### src/rtl/apb_pkg.sv
// Shared APB definitions: FSM state encoding and default bus widths.
// Latency: n/a (types and constants only).
// Backpressure: n/a.
package apb_pkg;

  typedef enum logic [1:0] {
    IDLE   = 2'd0,
    SETUP  = 2'd1,
    ACCESS = 2'd2
  } apb_state_t;

  localparam int APB_ADDR_WIDTH = 32;
  localparam int APB_DATA_WIDTH = 32;
  localparam int APB_TIMEOUT    = 16;

  // Width of a counter that must hold values 0 .. timeout-1.
  function automatic int apb_cnt_width(input int timeout);
    return (timeout > 1) ? $clog2(timeout) : 1;
  endfunction

endpackage

### src/rtl/apb_master.sv
// APB master: turns a valid/ready request stream into APB SETUP/ACCESS transfers.
// Latency: response pulse 3 cycles after acceptance with zero wait states; +1 per wait state.
// Backpressure: req_ready high in IDLE, or in the ACCESS cycle that completes/times out.
//
// Ports:
//   PCLK, PRESET                          clock, synchronous active-high reset
//   req_valid/req_ready/req_write/
//   req_addr/req_wdata                    request side, accepted on valid && ready
//   rsp_valid/rsp_rdata/rsp_err           one-cycle response per completed transfer
//   PSEL/PENABLE/PWRITE/PADDR/PWDATA      APB request to the slave
//   PRDATA/PREADY/PSLVERR                 APB slave response
module apb_master
  import apb_pkg::*;
#(
  parameter int ADDR_WIDTH = APB_ADDR_WIDTH,
  parameter int DATA_WIDTH = APB_DATA_WIDTH,
  parameter int TIMEOUT    = APB_TIMEOUT
) (
  input  logic                  PCLK,
  input  logic                  PRESET,
  input  logic                  req_valid,
  output logic                  req_ready,
  input  logic                  req_write,
  input  logic [ADDR_WIDTH-1:0] req_addr,
  input  logic [DATA_WIDTH-1:0] req_wdata,
  output logic                  rsp_valid,
  output logic [DATA_WIDTH-1:0] rsp_rdata,
  output logic                  rsp_err,
  output logic                  PSEL,
  output logic                  PENABLE,
  output logic                  PWRITE,
  output logic [ADDR_WIDTH-1:0] PADDR,
  output logic [DATA_WIDTH-1:0] PWDATA,
  input  logic [DATA_WIDTH-1:0] PRDATA,
  input  logic                  PREADY,
  input  logic                  PSLVERR
);

  localparam int CNT_W = apb_cnt_width(TIMEOUT);

  apb_state_t       state;
  apb_state_t       state_nxt;
  logic [CNT_W-1:0] wait_cnt;
  logic             timeout_hit;
  logic             xfer_done;
  logic             accept;

  // Completion/acceptance decode. req_ready is the only combinational output;
  // it opens in the finishing ACCESS cycle so a new request chains straight
  // into SETUP without an IDLE bubble.
  always_comb begin
    timeout_hit = (state == ACCESS) && !PREADY && (wait_cnt == CNT_W'(TIMEOUT - 1));
    xfer_done   = (state == ACCESS) && (PREADY || timeout_hit);
    req_ready   = !PRESET && ((state == IDLE) || xfer_done);
    accept      = req_valid && req_ready;
  end

  // Next-state decode.
  always_comb begin
    state_nxt = state;
    case (state)
      IDLE:    if (accept) state_nxt = SETUP;
      SETUP:   state_nxt = ACCESS;
      ACCESS:  if (xfer_done) state_nxt = accept ? SETUP : IDLE;
      default: state_nxt = IDLE;
    endcase
  end

  // State, APB outputs and response are all registered here; PSEL/PENABLE
  // are derived from the next state so they line up with the phase.
  always_ff @(posedge PCLK) begin
    if (PRESET) begin
      state     <= IDLE;
      PSEL      <= 1'b0;
      PENABLE   <= 1'b0;
      PWRITE    <= 1'b0;
      PADDR     <= '0;
      PWDATA    <= '0;
      rsp_valid <= 1'b0;
      rsp_err   <= 1'b0;
      rsp_rdata <= '0;
      wait_cnt  <= '0;
    end else begin
      state     <= state_nxt;
      PSEL      <= (state_nxt != IDLE);
      PENABLE   <= (state_nxt == ACCESS);
      rsp_valid <= xfer_done;

      if (xfer_done) begin
        // On a timeout PREADY is low, so PSLVERR is not a qualified response.
        rsp_err   <= timeout_hit | PSLVERR;
        rsp_rdata <= (timeout_hit || PWRITE) ? '0 : PRDATA;
      end

      // Address/control only change on acceptance, which keeps them stable
      // from SETUP through the last ACCESS cycle.
      if (accept) begin
        PWRITE <= req_write;
        PADDR  <= req_addr;
        PWDATA <= req_wdata;
      end

      if (state_nxt == SETUP) begin
        wait_cnt <= '0;
      end else if ((state == ACCESS) && !xfer_done) begin
        wait_cnt <= wait_cnt + 1'b1;
      end
    end
  end

endmodule

### config.mk
export PLATFORM = sky130hd
export DESIGN_NAME = apb_master
export DESIGN_NICKNAME = d
export VERILOG_FILES = /design/src/rtl/apb_pkg.sv /design/src/rtl/apb_master.sv
export SDC_FILE = /design/constraint.sdc
export NUM_CORES = 1
export LEC_CHECK = 0
export BUFFER_PORTS_ARGS = -buffer_cell sky130_fd_sc_hd__buf_2
export CORE_ASPECT_RATIO = 0.9
export CORE_MARGIN = 2
export CORE_UTILIZATION = 45
export DETAILED_ROUTE_END_ITERATION = 12
export PLACE_DENSITY = 0.8
export SLEW_MARGIN = 5
export SYNTH_ARGS = -nofsm -noshare
export SYNTH_HDL_FRONTEND = slang
export SYNTH_SLANG_ARGS = --single-unit
### constraint.sdc
create_clock -name PCLK -period 2.1 [get_ports PCLK]
set_clock_uncertainty 0.2 [all_clocks]
set_input_delay 0.21 -clock PCLK [delete_from_list [all_inputs] [get_ports PCLK]]
set_output_delay 0.21 -clock PCLK [all_outputs]
set_load 0.02 [all_outputs]
==> flow_summary.json <==
{
  "clk-insertion-delay-late_ps": 350,
  "vias_in_the_first_global_route": 3939,
  "ys_seq_area_share_pct": 54.3,
  "syn_area_per_cell_um2": 9.88,
  "ant_nets_after_route": 0,
  "route.layer.met1.wl_um": 4970,
  "globalRouteTotalUtil_pct": 25.3,
  "dr.max_layer_used": "met4",
  "synth-seq-cells": 107,
  "wirelength_um": 12500,
  "critical_path.max_fanout": 3,
  "htree_levels": 3,
  "dpl-instance-area_um2": 5070,
  "cpMaxStageDelayCell": "dfxtp_2",
  "setup.worst_path.class": "reg2out",
  "warnings_synthesis": 0,
  "final_net_count": 792,
  "die_height_um": 92.8,
  "post-route-period-util_pct": 96.1,
  "slew_headroom_pct": 54.7,
  "initial_util_pct": 46.2,
  "cpMostUsedCell": "buf_4",
  "tritoncts": "done",
  "max_freq_mhz": 496,
  "post_drt_via_cell_ratio": 4.90,
  "critical_path_required_ps": 1690,
  "crit_arrival_ps": 1610,
  "grt_antenna_before_repair": 0,
  "final_setup_violation_count": 0,
  "rsz0062_at_grt": "false",
  "pwr_per_cell_area_nw_per_um2": 679,
  "report.final.hold_viol_count": 0,
  "outcome": "finished clean",
  "r2r_start": "wait_cnt[0]",
  "grt_pass1_wl_um": 19000,
  "ir_drop_v": 0.000470,
  "ratio_of_cells_with_drive_above_1_in_the_final_layout_pct": 34.1,
  "path_clk_slew_ps": 100,
  "syn2layout_area_growth_pct": 59.1,
  "post_synth_instance_area_um2": 3940,
  "synth.lib_cells_used.distinct": 29,
  "critPathTopFamily": "flip-flops",
  "die_width_um": 103,
  "filler_cell_count": 551,
  "worst_hold_path.endpoint": "state[1]",
  "crit_path_start_kind": "register",
  "worst-slew-pin-transition_ps": 679,
  "crit_path_cell_trace": "ha_2 -> a31oi_4 -> buf_4 -> a211oi_1 -> buf_4",
  "synthesis.instances": 399,
  "final_cell_area_um2": 6270,
  "clk_path_buf_depth": 2,
  "timing.critical_path.to_type": "output pin",
  "postSynthNetCount": 502,
  "placement.io_buffers": 203,
  "detailed_place_hpwl_um": 6780,
  "finalCriticalPeriod_ps": 2020,
  "timing.hold.worst_path_depth": 2,
  "rrSetupSlack_ps": 150,
  "cts-root-buf": "clkbuf_8",
  "route.vias.total": 3982,
  "grt_max_degree": 75,
  "timing.reg2reg.worst_path_depth": 4,
  "route.met3.wl_um": 1110,
  "gp_congestion": 0.772,
  "n_antenna_cell": 0,
  "cap_violations": 0,
  "drt_first_iter_violations": 123,
  "r2r-end": "wait_cnt[3]",
  "timing.critical_path.slowest_cell_delay_ps": 360,
  "placeableCoreArea_um2": 8530,
  "fin_setup_tns_ps": 0,
  "pre_antenna_drt_iters": 5,
  "worst_hold_path_type": "in2reg",
  "total_leakage_power_nw": 3.07,
  "globalRouteOverflowTotal": 0,
  "critical_path.n_buffers_inverters": 2,
  "post_drt_wl_per_cell_um": 15.3,
  "drc_errors": 0,
  "pin_count": 204,
  "cts.sinks": 107,
  "placement_rows": 32,
  "worst_hold_start": "PRESET",
  "inserted_clock_buffers": 9,
  "dr_wl_met2_um": 6130,
  "die_outline_area_um2": 9530,
  "finalMaxSlewViolations": 0
}
layout by cell type (no fill, tap or decap), drive strengths merged, types with 3 or more instances in the layout:
cell type / instances
a211oi: 7
a21oi: 3
a22o: 32
buf: 211
clkbuf: 10
clkinv: 4
dfxtp: 107
dlygate4sd3: 99
inv: 4
mux2i: 65
nand2: 130
layer usage:
metal	vias to the layer above	global-route usage [%]
li1	1937	-
met1	1829	27.9
met2	188	45.5
met3	28	7.55
met4	0	8.78
met5	-	0
flip-flops by register name, indices dropped and copies added, names as in the netlist:
name and count:
rsp_rdata 32, PENABLE 1, PWRITE 1, wait_cnt 4, PWDATA 32, rsp_err 1, rsp_valid 1, PSEL 1
state 2, PADDR 32
cell usage after synthesis:
cell type / n / area share [%]
nand3_1: 2 / 0.25
and2_1: 1 / 0.16
a21o_1: 1 / 0.19
clkinv_1: 1 / 0.095
o31ai_1: 2 / 0.38
or3_2: 1 / 0.19
or4_1: 2 / 0.38
o21ai_0: 2 / 0.25
nor3_1: 2 / 0.25
nor3b_1: 1 / 0.19
nor2b_1: 1 / 0.16
buf_1: 1 / 0.095
buf_2: 15 / 1.9
a21oi_1: 3 / 0.38
a31o_1: 1 / 0.22
a22o_1: 32 / 7.1
ha_1: 1 / 0.32
mux2i_1: 65 / 17
xnor2_1: 1 / 0.22
clkbuf_1: 14 / 1.3
a31oi_1: 1 / 0.16
a211oi_1: 6 / 1.1
dfxtp_1: 107 / 54
inv_1: 1 / 0.095
nand2b_1: 2 / 0.32
nand2_1: 130 / 12
nor4b_2: 1 / 0.38
a211oi_2: 1 / 0.32
buf_6: 1 / 0.29
report_power, final:
part	total (mW)	leakage (nW)	internal [mW]	switching, mW
combinational	0.860	2.09	0.403	0.457
sequential	2.22	0.876	2.15	0.0673
clock	1.18	0.0989	0.480	0.704
repair_timing:
item	4_1_cts	5_1_grt
gates resized for setup	4	2
buffers inserted	0	1
hold buffers	99	0
setup endpoints to repair	1	1
cloned	0	0
endpoints found under the hold margin	99	0
area by class of cell:
cell class	count	area [um2]	area share (%)
Tap cell	119	149	2.37
Multi-Input combinational cell	259	1690	27.0
Sequential cell	107	2140	34.2
Inverter	2	8.76	0.140
Clock inverter	6	47.5	0.758
Clock buffer	10	138	2.19
Timing Repair Buffer	310	2090	33.4
cell families (layout without fill, tap and decap cells):
family	count (synthesis)	in the layout	synth area share, %
adders and majority gates	1	1	0.317
AOI/OAI and AO/OA	49	49	10.2
muxes	65	65	16.5
xor gates and xnor gates	1	1	0.222
and+or+nand+nor	143	143	14.7
buffers and inverters	33	328	3.81
DFF	107	107	54.3
metrics by stage:
step                hold WS (ps)  setup slack (ps)  instances  power, mW  utilization (%)
floorplan                    136               245        399       2.67                -
global placement             226               230        697       2.92             59.4
detailed placement           223               149        697       2.95             59.4
CTS                         22.4              32.1        812       4.28             73.4
global route                30.6              11.8        813       4.46             73.6
finish                      38.6              82.3        813       4.26             73.6
how the worst max path moves through the flow:
stage                           start           to  slack, ps  depth (start not counted)
after detailed placement  wait_cnt[0]  wait_cnt[3]        150                          4
after global routing      wait_cnt[0]    req_ready         10                          5
after CTS                 wait_cnt[1]    req_ready         30                          5
final                     wait_cnt[0]    req_ready         80                          5
after global placement    wait_cnt[0]  wait_cnt[3]        230                          4
after floorplan           wait_cnt[0]  wait_cnt[3]        250                          5
Note: power is estimated with default switching activity, not from simulation.
